--- config.mk ---
export PLATFORM = sky130hd
export DESIGN_NAME = matrix_entry
export DESIGN_NICKNAME = d
export VERILOG_FILES = /design/src/rtl/matrix_entry.sv
export SDC_FILE = /design/constraint.sdc
export NUM_CORES = 1
export LEC_CHECK = 0
export BUFFER_PORTS_ARGS = -buffer_cell sky130_fd_sc_hd__buf_2
export CAP_MARGIN = 30
export CELL_PAD_IN_SITES_DETAIL_PLACEMENT = 0
export CELL_PAD_IN_SITES_GLOBAL_PLACEMENT = 1
export CORE_ASPECT_RATIO = 0.75
export CORE_MARGIN = 2
export CORE_UTILIZATION = 38
export DETAILED_ROUTE_END_ITERATION = 10
export PLACE_DENSITY_LB_ADDON = 0.1
export SLEW_MARGIN = 30
export SYNTH_ARGS = -nofsm -noshare
export SYNTH_HDL_FRONTEND = slang
export SYNTH_SLANG_ARGS = --single-unit
--- constraint.sdc ---
create_clock -name clk -period 2.3 [get_ports clk]
set_input_delay 0.575 -clock clk [delete_from_list [all_inputs] [get_ports clk]]
set_output_delay 0.575 -clock clk [all_outputs]
set_load 0.01 [all_outputs]
--- src/rtl/matrix_entry.sv ---
// Keypad-driven matrix element entry: two-digit decimal elements packed into a
// flat bus with a valid/ack handoff. Define MATRIX_ENTRY_BACK_EN for backspace.
module matrix_entry #(
   parameter int NUM_ELEM = 4,
   parameter int IDX_W    = $clog2(NUM_ELEM)
) (
   input  logic                  clk,
   input  logic                  reset,
   input  logic [3:0]            keycode,
   input  logic                  keystrobe,
   output logic [8*NUM_ELEM-1:0] matrix_out,
   output logic                  matrix_valid,
   input  logic                  matrix_ack,
   output logic [IDX_W-1:0]      cur_idx,
   output logic [3:0]            bcd_tens,
   output logic [3:0]            bcd_ones,
   output logic [1:0]            digit_cnt
);

   typedef enum logic {ENTRY, FULL} state_t;

   localparam logic [3:0] KEY_NEXT  = 4'd10;
   localparam logic [3:0] KEY_CLEAR = 4'd11;
`ifdef MATRIX_ENTRY_BACK_EN
   localparam logic [3:0] KEY_BACK  = 4'd12;
`endif

   state_t     state;
   logic       strobe_q;
   logic       key_evt;
   logic [7:0] entry_val;

   assign key_evt   = keystrobe & ~strobe_q;
   assign entry_val = ({4'd0, bcd_tens} * 8'd10) + {4'd0, bcd_ones};

   always_ff @(posedge clk or posedge reset) begin
      if (reset) begin
         state        <= ENTRY;
         strobe_q     <= 1'b0;
         matrix_out   <= '0;
         matrix_valid <= 1'b0;
         cur_idx      <= '0;
         bcd_tens     <= '0;
         bcd_ones     <= '0;
         digit_cnt    <= '0;
      end else begin
         strobe_q <= keystrobe;
         case (state)
            ENTRY: begin
               if (key_evt) begin
                  if (keycode <= 4'd9) begin
                     // entry saturates at two digits
                     if (digit_cnt != 2'd2) begin
                        bcd_tens  <= bcd_ones;
                        bcd_ones  <= keycode;
                        digit_cnt <= digit_cnt + 2'd1;
                     end
                  end else begin
                     case (keycode)
                        KEY_NEXT: begin
                           for (int unsigned i = 0; i < NUM_ELEM; i++) begin
                              if (cur_idx == IDX_W'(i))
                                 matrix_out[8*i +: 8] <= entry_val;
                           end
                           bcd_tens  <= '0;
                           bcd_ones  <= '0;
                           digit_cnt <= '0;
                           if (cur_idx == IDX_W'(NUM_ELEM - 1)) begin
                              cur_idx      <= '0;
                              state        <= FULL;
                              matrix_valid <= 1'b1;
                           end else begin
                              cur_idx <= cur_idx + IDX_W'(1);
                           end
                        end
                        KEY_CLEAR: begin
                           bcd_tens  <= '0;
                           bcd_ones  <= '0;
                           digit_cnt <= '0;
                        end
`ifdef MATRIX_ENTRY_BACK_EN
                        KEY_BACK: begin
                           if (digit_cnt != 2'd0) begin
                              bcd_ones  <= bcd_tens;
                              bcd_tens  <= '0;
                              digit_cnt <= digit_cnt - 2'd1;
                           end
                        end
`endif
                        default: ;
                     endcase
                  end
               end
            end
            FULL: begin
               // key events are discarded here, including one coincident with ack
               if (matrix_ack) begin
                  matrix_valid <= 1'b0;
                  state        <= ENTRY;
               end
            end
            default: state <= ENTRY;
         endcase
      end
   end

endmodule

* Yosys cells after proc, flatten, opt, wreduce, memory -nomap -nowiden *
Index checks and enable logic that the tools add are counted.

word-level totals
  register bits after elaboration = 47
  output and inout port bits = 45

cells by class
  add/subtract/negate cells = 3
  $mul = 1
  order comparisons = 1
  eq/ne operators = 12
  muxes and demuxes = 21
  bitwise gates (word level) = 4
  reduce and logical (&&, ||, !) cells = 10

operator list
  operator                                                            count
  5-bit AND reduction                                                 5
  4-bit 2-to-1 mux                                                    5
  1-bit 2-to-1 mux                                                    10
  2-bit != test, second input constant                                5
  8-bit by 4-bit adder with 8-bit output                              1
  4-bit == test, second input constant                                2
  2-bit 2-to-1 mux                                                    4
  4-bit AND reduction                                                 2
  4-bit by 3-bit multiplier with 7-bit output, second input constant  1
  2-bit by 1-bit adder with 2-bit output, second input constant       2
  2-bit == test, second input constant                                2
  4-bit <= comparator, second input constant                          1
  2-bit by 1-bit != test with 1-bit output, second input constant     2
  1-bit one-hot mux with 2 select lines                               2
  1-bit NOT                                                           3
  2-bit by 1-bit == test with 1-bit output, second input constant     1
  2-bit zero test                                                     1
  2-bit nonzero test                                                  1
  2-bit OR reduction                                                  1
  1-bit bitwise AND                                                   1

* Depth between registers and ports, before layout *
Gate-level depths: netlist of the first run.

  depth in word-level cells = 6
  depth in mapped cells = 7
  gate-level depth less buffers = 7

* Worst setup path after synthesis of the first run *
OpenSTA, ideal clock, no wires.

  path kind = register to register
  start = register bcd_tens[3]
  end = register matrix_out[15]
  library setup time = 0.078 ns
  arrival = 2.238 ns
  path slack = -0.016 ns
  stages on the path, launching flop included = 7
  path buffers = 0
  path through = dfrtp_1 ha_1 ha_1 fa_1 or3b_2 mux2_2 a21oi_1

on the way
  longest elaborated chain between the ends = 2

RTL lines
  item                                         RTL line  source
  start: declaration                           15        output logic [3:0] bcd_tens,
  start signal: assignment                     54        bcd_tens <= bcd_ones;
  4-bit by 3-bit multiplier with 7-bit output  34        assign entry_val = ({4'd0, bcd_tens} * 8'd10) + {4'd0, bcd_ones};
  8-bit by 4-bit adder with 8-bit output       34
  end signal: indexed assignment               63        matrix_out[8*i +: 8] <= entry_val;
  end: declaration                             11        output logic [8*NUM_ELEM-1:0] matrix_out,

No other way between the ends.
A chain may end at the register's enable or synchronous reset.

* Worst setup path in the final report of the first run *
  start = register bcd_tens[1]
  end = register matrix_out[23]

Same word-level chain as after synthesis.

==> metrics.txt, run 1 <==
Logic pwr share 34.6%; clock-pin slew on the worst setup and hold paths 80 ps; fmax 0.4496 GHz; starting DRC count in detailed routing 48; WL final 4852 um; first-pass GRT wire length 8142 um; Fin Setup TNS 0 ps; critical path peak fanout 4; Initial Util 38.68%; WS Path Type flop to flop; Max Buffers Root-to-Sink 2; hold buffer count at CTS 0; total power 2.423 mW; Post-Syn Nets 194; # setup viols final 0; RSZ-0062 raised after global routing false; die area 6440 um2; sequential share of power 44.6%; Pins Over Slew Limit 0; n_diodes 0; crit path capture type flop; Fin. Hold Viols 0; YS warnings 0; worst-margin pin slew 694.9 ps; FF+latch count, synth 47; pwr/cell area 907.3 nW/um2; CTS tree built; std cell rows 24; IO Port Bufs 52; vias in the first global route 1619; final worst-path cycle share 96.71%; top cells by area, synth dfrtp_1 (53%), mux2_2 (14%), ha_1 (6.8%); post-synth top area share 53.29%; Clock Skew 7.814 ps; # nets final 254; Lkg Pwr 1.455 nW; Gate Count Post-Synth 172; GRT overflow 0; die height 70 um; Post-Syn Area 2207 um2; htree depth 2; Startpoint Class flop; Via density 4.904; Routed wire per std cell 15.60 um; Final min period 2224 ps; Placeable Area 5705 um2; clock root buffer master clkbuf_8; VDD IR max 321.7 uV; DRT antenna net count 0; Seq/Total Area, Yosys 53.29%; clk_lat worst skew 300 ps; worst endpoint data arrival time 2450 ps; Avg Cell Area, Syn 12.83 um2; Synth cell types 33; # resized after CTS 0; DRC 0; initial antenna violation count 0; Sw Share 34.06%; clk sinks 47; Hold Path Class primary input to asynchronous set/reset pin; Num CTS Buffers 5; status finished, final reports clean; GP Congestion 0.7237; PnR worst setup slack 75.70 ps; P_sw 825.1 uW; clock power share 20.8%; buffer count from post-CTS setup fixing 0; dominant cell type by area after synthesis dfrtp_1; number of max-cap violations 0; pre-CTS WS 54.07 ps; pin count of the biggest net entering global routing 33; 1st-pass router iterations 4; share of post-route cells with drive strength above 1 44.21%; GRT Overall Usage 16.40%; Worst slew margin 53.60%; Area growth syn-to-layout 20.98%; I/O pin count 53; Final Util 46.80%; Internal 1.598 mW; die width 92 um; post-detail-place hpwl 3625 um; critical path data required time 2530 ps; via count 1525
==> critical path: stages, from the launching register on <==
cell     delay [ps]
dfrtp_1         390
ha_1            290
ha_1            230
fa_2            340
or3b_2          460
mux2_2          300
a21oi_1         140
==> cell usage after synthesis (all sizes together) <==
cell / count
o211ai: 1
nor3b: 1
and4bb: 1
o21ai: 7
or3b: 2
mux2: 27
a211o: 1
buf: 4
ha: 12
o2111ai: 1
dfrtp: 47
a32o: 1
a21o: 3
fa: 2
nor2: 2
nand2: 12
and3: 1
inv: 10
a22o: 7
a21oi: 7
xor2: 1
o21a: 1
nor2b: 1
xnor2: 4
nor3: 6
and2: 1
nand3: 4
a31oi: 4
and4b: 1
==> kinds of logic after synthesis <==
kind of cell / share of synthesized area [%]
flip-flops: 53.29
AO/OA/AOI/OAI: 10.20
multiplexers: 13.78
buffers and inverters: 2.948
XOR/XNOR: 1.984
adder cells (fa/ha/maj): 8.617
AND/OR/NAND/NOR: 9.185
==> placed cells by master (no fill, tap or decap), types with 5 or more instances in the layout <==
cell type / n
dfrtp_1: 46
nor3_1: 6
mux2_2: 27
ha_1: 12
clkbuf_8: 6
nand2_1: 11
a21oi_1: 6
a22o_1: 7
o21ai_0: 7
buf_2: 52
buf_4: 5
inv_1: 9
==> routing by layer <==
layer / track usage, % / vias to the layer above / share of wire [%]
li1: - / 738 / -
met1: 22.39 / 744 / 47
met2: 26.14 / 36 / 46
met3: 4.207 / 7 / 4.9
met4: 4.478 / 0 / 1.2
met5: 0 / - / 0
==> state kept, by name, indices dropped and copies added, names as in the netlist <==
register and count:
cur_idx 2, bcd_ones 4, bcd_tens 4, matrix_valid 1, matrix_out 32, strobe_q 1
state 1, digit_cnt 2
==> path summary, 6_finish.rpt <==
kind                                            start                    endpoint  slack [ps]  depth (start not counted)
setup / recovery              bcd_tens[1]$_DFFE_PP0P_  matrix_out[23]$_DFFE_PP0P_          80                          6
hold / removal                                  reset  matrix_out[24]$_DFFE_PP0P_         380                          2
setup reg to reg              bcd_tens[1]$_DFFE_PP0P_  matrix_out[23]$_DFFE_PP0P_          80                          6
hold reg to reg            matrix_out[26]$_DFFE_PP0P_  matrix_out[26]$_DFFE_PP0P_         490                          2
max in group asynchronous                       reset  matrix_out[30]$_DFFE_PP0P_        1240                          3
min in group clk                            keystrobe          strobe_q$_DFF_PP0_         410                          1
==> power by group through the flow <==
stage               sequential, mW  combinational (mW)  clock [mW]
floorplan                     1.16               0.468           0
finish                        1.08               0.838       0.505
detailed placement            1.10               0.854           0
global route                  1.10               0.940       0.560
global placement              1.08               0.832           0
CTS                           1.08               0.854       0.522
==> final cells by class <==
| cell class | count | area, um2 |
|---|---|---|
| Fill cell | 558 | 3035 |
| Sequential cell | 47 | 1177 |
| Multi-Input combinational cell | 111 | 968.4 |
| Timing Repair Buffer | 57 | 297.8 |
| Tap cell | 78 | 97.59 |
| Clock buffer | 7 | 86.33 |
| Inverter | 10 | 37.54 |
| Clock inverter | 1 | 5.005 |
==> per-stage QoR <==
stage / std cells / hold slack (ps) / area [um2]
after floorplan: 172 / 507.1 / 2211
after global placement: 303 / 456.7 / 2579
after detailed placement: 303 / 473.8 / 2579
after CTS: 311 / 400.0 / 2670
after global routing: 311 / 402.2 / 2670
final: 311 / 378.5 / 2670
(Power assumes the default switching activity.)
==> run 2, diff against run 1 <==
--- a/config.mk
+++ b/config.mk
@@ -10,7 +10,7 @@
 export CELL_PAD_IN_SITES_DETAIL_PLACEMENT = 0
 export CELL_PAD_IN_SITES_GLOBAL_PLACEMENT = 1
 export CORE_ASPECT_RATIO = 0.75
-export CORE_MARGIN = 2
+export CORE_MARGIN = 3
 export CORE_UTILIZATION = 38
 export DETAILED_ROUTE_END_ITERATION = 10
 export PLACE_DENSITY_LB_ADDON = 0.1
==> run 2 against run 1 <==
- final area up 3.5%
- total power up 4.7%
- first-iteration DRC count up 44%
- sequential share of layout area down 1.5 points
- sequential power about the same
- critical path type unchanged
- routed wire length up 2.7%
- critical endpoint is now matrix_out[7]$_DFFE_PP0P_
- utilization up 3.7 points
- worst hold slack worse by 97 ps
==> metrics.txt, run 2 (synthesis results as in run 1) <==
Startpoint Class flop; post-detail-place hpwl 3751 um (+3.5%); Pins Over Slew Limit 0 (unchanged); WL final 4983 um (+2.7%); Hold Worst Slack 281.1 ps (-97.44 ps); CTS tree built; clock-pin slew on the worst setup and hold paths 80 ps (about the same); fin cells 311 (unchanged); worst endpoint data arrival time 2450 ps (about the same); die area 6768 um2 (+5.1%); Fin Setup TNS 0 ps (unchanged); Top reg by flops matrix_out; IO Port Bufs 52 (unchanged); RR Startpoint bcd_tens[3]$_DFFE_PP0P_; RSZ-0062 raised after global routing false; top cell family by delay on the critical path adder cells; Crit path buffers/inverters 0 (unchanged); CP max-delay cell or3b_2; WS Path Type flop to flop; most frequent cells in the layout buf_2 (52), dfrtp_1 (46), mux2_2 (26); cell count along the critical path 6 (unchanged); crit-path max cell delay 460 ps (about the same); Setup crit start bcd_tens[3]$_DFFE_PP0P_; Routed wire per std cell 16.02 um (+2.7%); vias in the first global route 1588 (-1.9%); Max Buffers Root-to-Sink 2 (unchanged); I/O pin count 53 (unchanged); Worst slew margin 64.88% (+11 points); VDD IR max 429.5 uV (+34%); share of post-route cells with drive strength above 1 49.15% (+4.9 points); placed cells 302 (-0.33%); PnR worst setup slack 78.83 ps (+3.136 ps); GRT overflow 0 (unchanged); critical path data required time 2530 ps (about the same); status finished, final reports clean; Initial Util 40.37% (+1.7 points); final instance area 2763 um2 (+3.5%); first-pass GRT wire length 7990 um (-1.9%); critical path peak fanout 4 (unchanged); GP Congestion 0.8303 (+15%); Most common cell on crit path ha_4; critical-path cell list ha_4 -> ha_4 -> fa_2 -> or3b_2 -> mux2_4 -> a21oi_2; Placeable Area 5468 um2 (-4.2%); clk sinks 47 (unchanged); pin count of the biggest net entering global routing 24 (-27%); die width 94 um (+2.2%); Num CTS Buffers 5 (unchanged); 1st-pass router iterations 4 (unchanged); number of max-cap violations 0 (unchanged); critical path endpoint matrix_out[7]$_DFFE_PP0P_; fmax 0.4502 GHz (+0.14%); DRC 0 (unchanged); starting DRC count in detailed routing 69 (+44%); commonest non-fill, non-tap cell in the layout buf_2; clock root buffer master clkbuf_8; # setup viols final 0 (unchanged); Largest register FFs 32 (unchanged); Hold Path Class primary input to asynchronous set/reset pin; worst reg2reg path depth 6 (unchanged); DRT antenna net count 0 (unchanged); htree depth 2 (unchanged); crit path capture type flop; Via density 5.096 (+3.9%); # nets final 257 (+1.2%); Final min period 2221 ps (-3.136 ps); worst-margin pin slew 526.3 ps (-168.7 ps); Lkg Pwr 1.483 nW (+2.0%); r2r endpoint matrix_out[7]$_DFFE_PP0P_; n_diodes 0 (unchanged); initial antenna violation count 0 (unchanged); placed cell area 2590 um2 (+0.44%); pre-CTS WS 50.58 ps (-3.494 ps); std cell rows 23 (-4.2%); via count 1585 (+3.9%); pwr/cell area 917.9 nW/um2 (+1.2%); hold buffer count at CTS 0 (unchanged); Fin. Hold Viols 0 (unchanged); reg2reg setup slack 80 ps (about the same); largest registers matrix_out: 32 flops, bcd_ones: 4 flops, bcd_tens: 4 flops; Area growth syn-to-layout 25.17%; GRT Overall Usage 15.24% (-1.2 points); fillers 486 (-13%); clk_lat worst skew 290 ps (about the same); final worst-path cycle share 96.57% (-0.14 points); Clock Skew 5.835 ps (-1.979 ps); die height 72 um (+2.9%)
==> run 2: how the worst min path moves through the flow <==
stage                               end  cells past startpoint  slack, ps
5_1_grt        matrix_valid$_DFFE_PP0P_                      2        310
2_1_floorplan  matrix_valid$_DFFE_PP0P_                      2        510
4_1_cts        matrix_valid$_DFFE_PP0P_                      2        300
3_3_place_gp   matrix_valid$_DFFE_PP0P_                      2        450
3_5_place_dp   matrix_valid$_DFFE_PP0P_                      2        470
6_report       matrix_valid$_DFFE_PP0P_                      2        280
==> run 2: layout make-up <==
cell class                 instances  area (um2)  area share (%)
sequential                        47        1177           42.62
multi-input combinational        111        1033           37.41
timing repair buffer              60       320.3           11.59
clock buffer                       8       100.1           3.623
tap                               75       93.84           3.397
inverter                          10       37.54           1.359
==> run 2: per-layer routing <==
metal | track usage [%] | routed length (um) | share of wire (%) | vias up
met5 | 0 | 0 | 0 | -
met3 | 3.420 | 219 | 4.4 | 6
met1 | 21.20 | 2449 | 49 | 791
li1 | - | - | - | 746
met2 | 24.39 | 2267 | 45 | 42
met4 | 3.846 | 47 | 0.94 | 0
==> run 2: timing repair <==
| action | in CTS | in global routing |
|---|---|---|
| setup endpoints to repair | 0 | 8 |
| setup buffers | 0 | 1 |
| resized for setup | 0 | 12 |
==> run 2: where the power goes <==
| group | internal (mW) | switching (mW) |
|---|---|---|
| logic | 0.431 | 0.491 |
| clock network | 0.274 | 0.253 |
| registers | 0.971 | 0.115 |
==> run 2: per-stage QoR <==
| step | util, % | power (mW) |
|---|---|---|
| after floorplan | - | 1.629 |
| final | 50.53 | 2.536 |
| after global placement | 47.37 | 1.927 |
| after detailed placement | 47.37 | 1.967 |
| after global routing | 50.53 | 2.707 |
| after CTS | 49.20 | 2.504 |
==> run 2: worst reg2reg max path, stage by stage, from the launching register on <==
cell	delay, ps
dfrtp_2	440
ha_4	250
ha_4	160
fa_2	390
or3b_2	460
mux2_4	320
a21oi_2	140
==> run 3, diff against run 2 <==
--- a/config.mk
+++ b/config.mk
@@ -10,7 +10,7 @@
 export CELL_PAD_IN_SITES_DETAIL_PLACEMENT = 0
 export CELL_PAD_IN_SITES_GLOBAL_PLACEMENT = 1
 export CORE_ASPECT_RATIO = 0.75
-export CORE_MARGIN = 3
+export CORE_MARGIN = 4
 export CORE_UTILIZATION = 38
 export DETAILED_ROUTE_END_ITERATION = 10
 export PLACE_DENSITY_LB_ADDON = 0.1
==> run 3 against run 2 <==
- highest routed layer unchanged
- clock-buffer cell count down 2
- fmax shrank 1.1%
- flip-flop and latch count unchanged
==> metrics.txt, run 3 (synthesis results as in run 1) <==
most frequent cells in the layout buf_2 (52), dfrtp_1 (46), mux2_2 (26); share of post-route cells with drive strength above 1 47.86% (-1.3 points); pin count of the biggest net entering global routing 30 (+25%); die height 74 um (+2.8%); DRC 0 (unchanged); critical path data required time 2530 ps (about the same); placed cell area 2582 um2 (-0.29%); CP max-delay cell fa_2; Largest register FFs 32 (unchanged); 1st-pass router iterations 4 (unchanged); max layer used met4; crit-path max cell delay 420 ps (-40 ps); WS Path Type flop to flop; Num CTS Buffers 5 (unchanged); final instance area 2739 um2 (-0.86%); I/O pin count 53 (unchanged); # setup viols final 0 (unchanged); fmax 0.4453 GHz (-1.1%); initial antenna violation count 0 (unchanged); RSZ-0062 raised after global routing true; Area growth syn-to-layout 24.09%; commonest non-fill, non-tap cell in the layout buf_2; worst endpoint data arrival time 2470 ps (+20 ps); n_diodes 0 (unchanged); # nets final 255 (-0.78%); VDD IR max 433.9 uV (+1.0%); GRT overflow 0 (unchanged); die area 7104 um2 (+5.0%); Hold Worst Slack 347.5 ps (+66.39 ps); via count 1554 (-2.0%); total power 2.582 mW (+1.8%); wl on met1 2343 um (-4.3%); Crit path buffers/inverters 0 (unchanged); GRT Overall Usage 15.54% (+0.30 points); top cell family by delay on the critical path adder cells; clk_lat worst skew 300 ps (about the same); IO Port Bufs 52 (unchanged); status finished, final reports clean; Placeable Area 5497 um2 (+0.53%); worst-margin pin slew 611.0 ps (+84.76 ps); largest registers matrix_out: 32 flops, bcd_ones: 4 flops, bcd_tens: 4 flops; pwr/cell area 942.6 nW/um2 (+2.7%); first-pass GRT wire length 8445 um (+5.7%); number of max-cap violations 0 (unchanged); Fin. Hold Viols 0 (unchanged); post-detail-place hpwl 3762 um (+0.30%); Routed wire per std cell 15.91 um (-0.71%); htree depth 2 (unchanged); Startpoint Class flop; met2 wire len 2297 um (+1.3%); GP Congestion 0.8347 (+0.53%); WL final 4916 um (-1.3%); Lkg Pwr 1.486 nW (+0.18%); Via density 5.029 (-1.3%); die width 96 um (+2.1%); clock-pin slew on the worst setup and hold paths 90 ps (about the same); critical path peak fanout 4 (unchanged); clock root buffer master clkbuf_8; Worst slew margin 59.21% (-5.7 points); Initial Util 40.15% (-0.21 points); Pins Over Slew Limit 0 (unchanged); Clock Skew 5.752 ps (-0.08340 ps); DRT antenna net count 0 (unchanged); Final Util 49.83% (-0.70 points); vias in the first global route 1660 (+4.5%); clk sinks 47 (unchanged); starting DRC count in detailed routing 71 (+2.9%); Top reg by flops matrix_out; crit path capture type flop; std cell rows 23 (unchanged); final worst-path cycle share 97.63% (+1.1 points); Final min period 2246 ps (+24.37 ps); Max Buffers Root-to-Sink 2 (unchanged); Hold Path Class primary input to asynchronous set/reset pin; metal3 WL 240 um (+9.6%); CTS tree built; critical-path cell list ha_1 -> ha_2 -> fa_2 -> or3b_4 -> mux2_4 -> a21oi_2
[run 3: cell types whose count changed in the layout (fill, tap and decap cells not counted), sizes merged]
cell | before | now
buf | 60 | 58
bufinv | 0 | 1
clkbuf | 8 | 6
clkinv | 0 | 1
[run 3: power by group]
part / switching, mW / internal [mW] / total, mW
registers: 0.105 / 0.970 / 1.07
logic: 0.479 / 0.402 / 0.881
clock network: 0.274 / 0.352 / 0.626
total: 0.858 / 1.72 / 2.58
[run 3: per-stage QoR]
step           setup TNS [ps]  setup slack (ps)  instances
2_1_floorplan               0             54.17        172
3_3_place_gp                0             90.57        301
3_5_place_dp                0             12.99        301
4_1_cts                     0             18.81        309
5_1_grt                -27.32            -9.724        309
6_report                    0             54.47        309
[run 3: worst paths after layout]
check / slack (ps) / cells past startpoint / start / end
worst min register to register: 470 / 2 / matrix_valid$_DFFE_PP0P_ / matrix_valid$_DFFE_PP0P_
max in group asynchronous: 1280 / 3 / reset / matrix_out[2]$_DFFE_PP0P_
worst min-delay path: 350 / 2 / reset / bcd_ones[3]$_DFFE_PP0P_
min in group clk: 410 / 1 / keystrobe / strobe_q$_DFF_PP0_
worst max-delay path: 50 / 6 / bcd_tens[1]$_DFFE_PP0P_ / matrix_out[23]$_DFFE_PP0P_
worst max register to register: 50 / 6 / bcd_tens[1]$_DFFE_PP0P_ / matrix_out[23]$_DFFE_PP0P_
[run 3: layer usage]
layer	vias to the layer above	track usage [%]
li1	735	-
met1	780	21.17
met2	35	25.17
met3	4	4.146
met4	0	3.312
met5	-	0
[run 3: timing repair]
| action | 4_1_cts | 5_1_grt |
|---|---|---|
| setup buffers | 0 | 0 |
| pin swaps | 0 | 2 |
| hold buffers | 0 | 0 |
| setup endpoints to repair | 1 | 8 |
| resized for setup | 1 | 8 |
[run 3: worst register-to-register path: cells and delay by family, from the launching register on]
family          cells  cell delay (ps)
compound gates      1              160
fa+ha+maj           3              930
flops               1              390
mux                 1              310
simple gates        1              400
[run 3: layout make-up]
class / instances / area (um2)
Sequential cell: 47 / 1177
Fill cell: 516 / 2758
Timing Repair Buffer: 58 / 305.3
Inverter: 10 / 37.54
Multi-Input combinational cell: 111 / 1007
Clock inverter: 2 / 35.03
Tap cell: 75 / 93.84
Clock buffer: 6 / 82.58
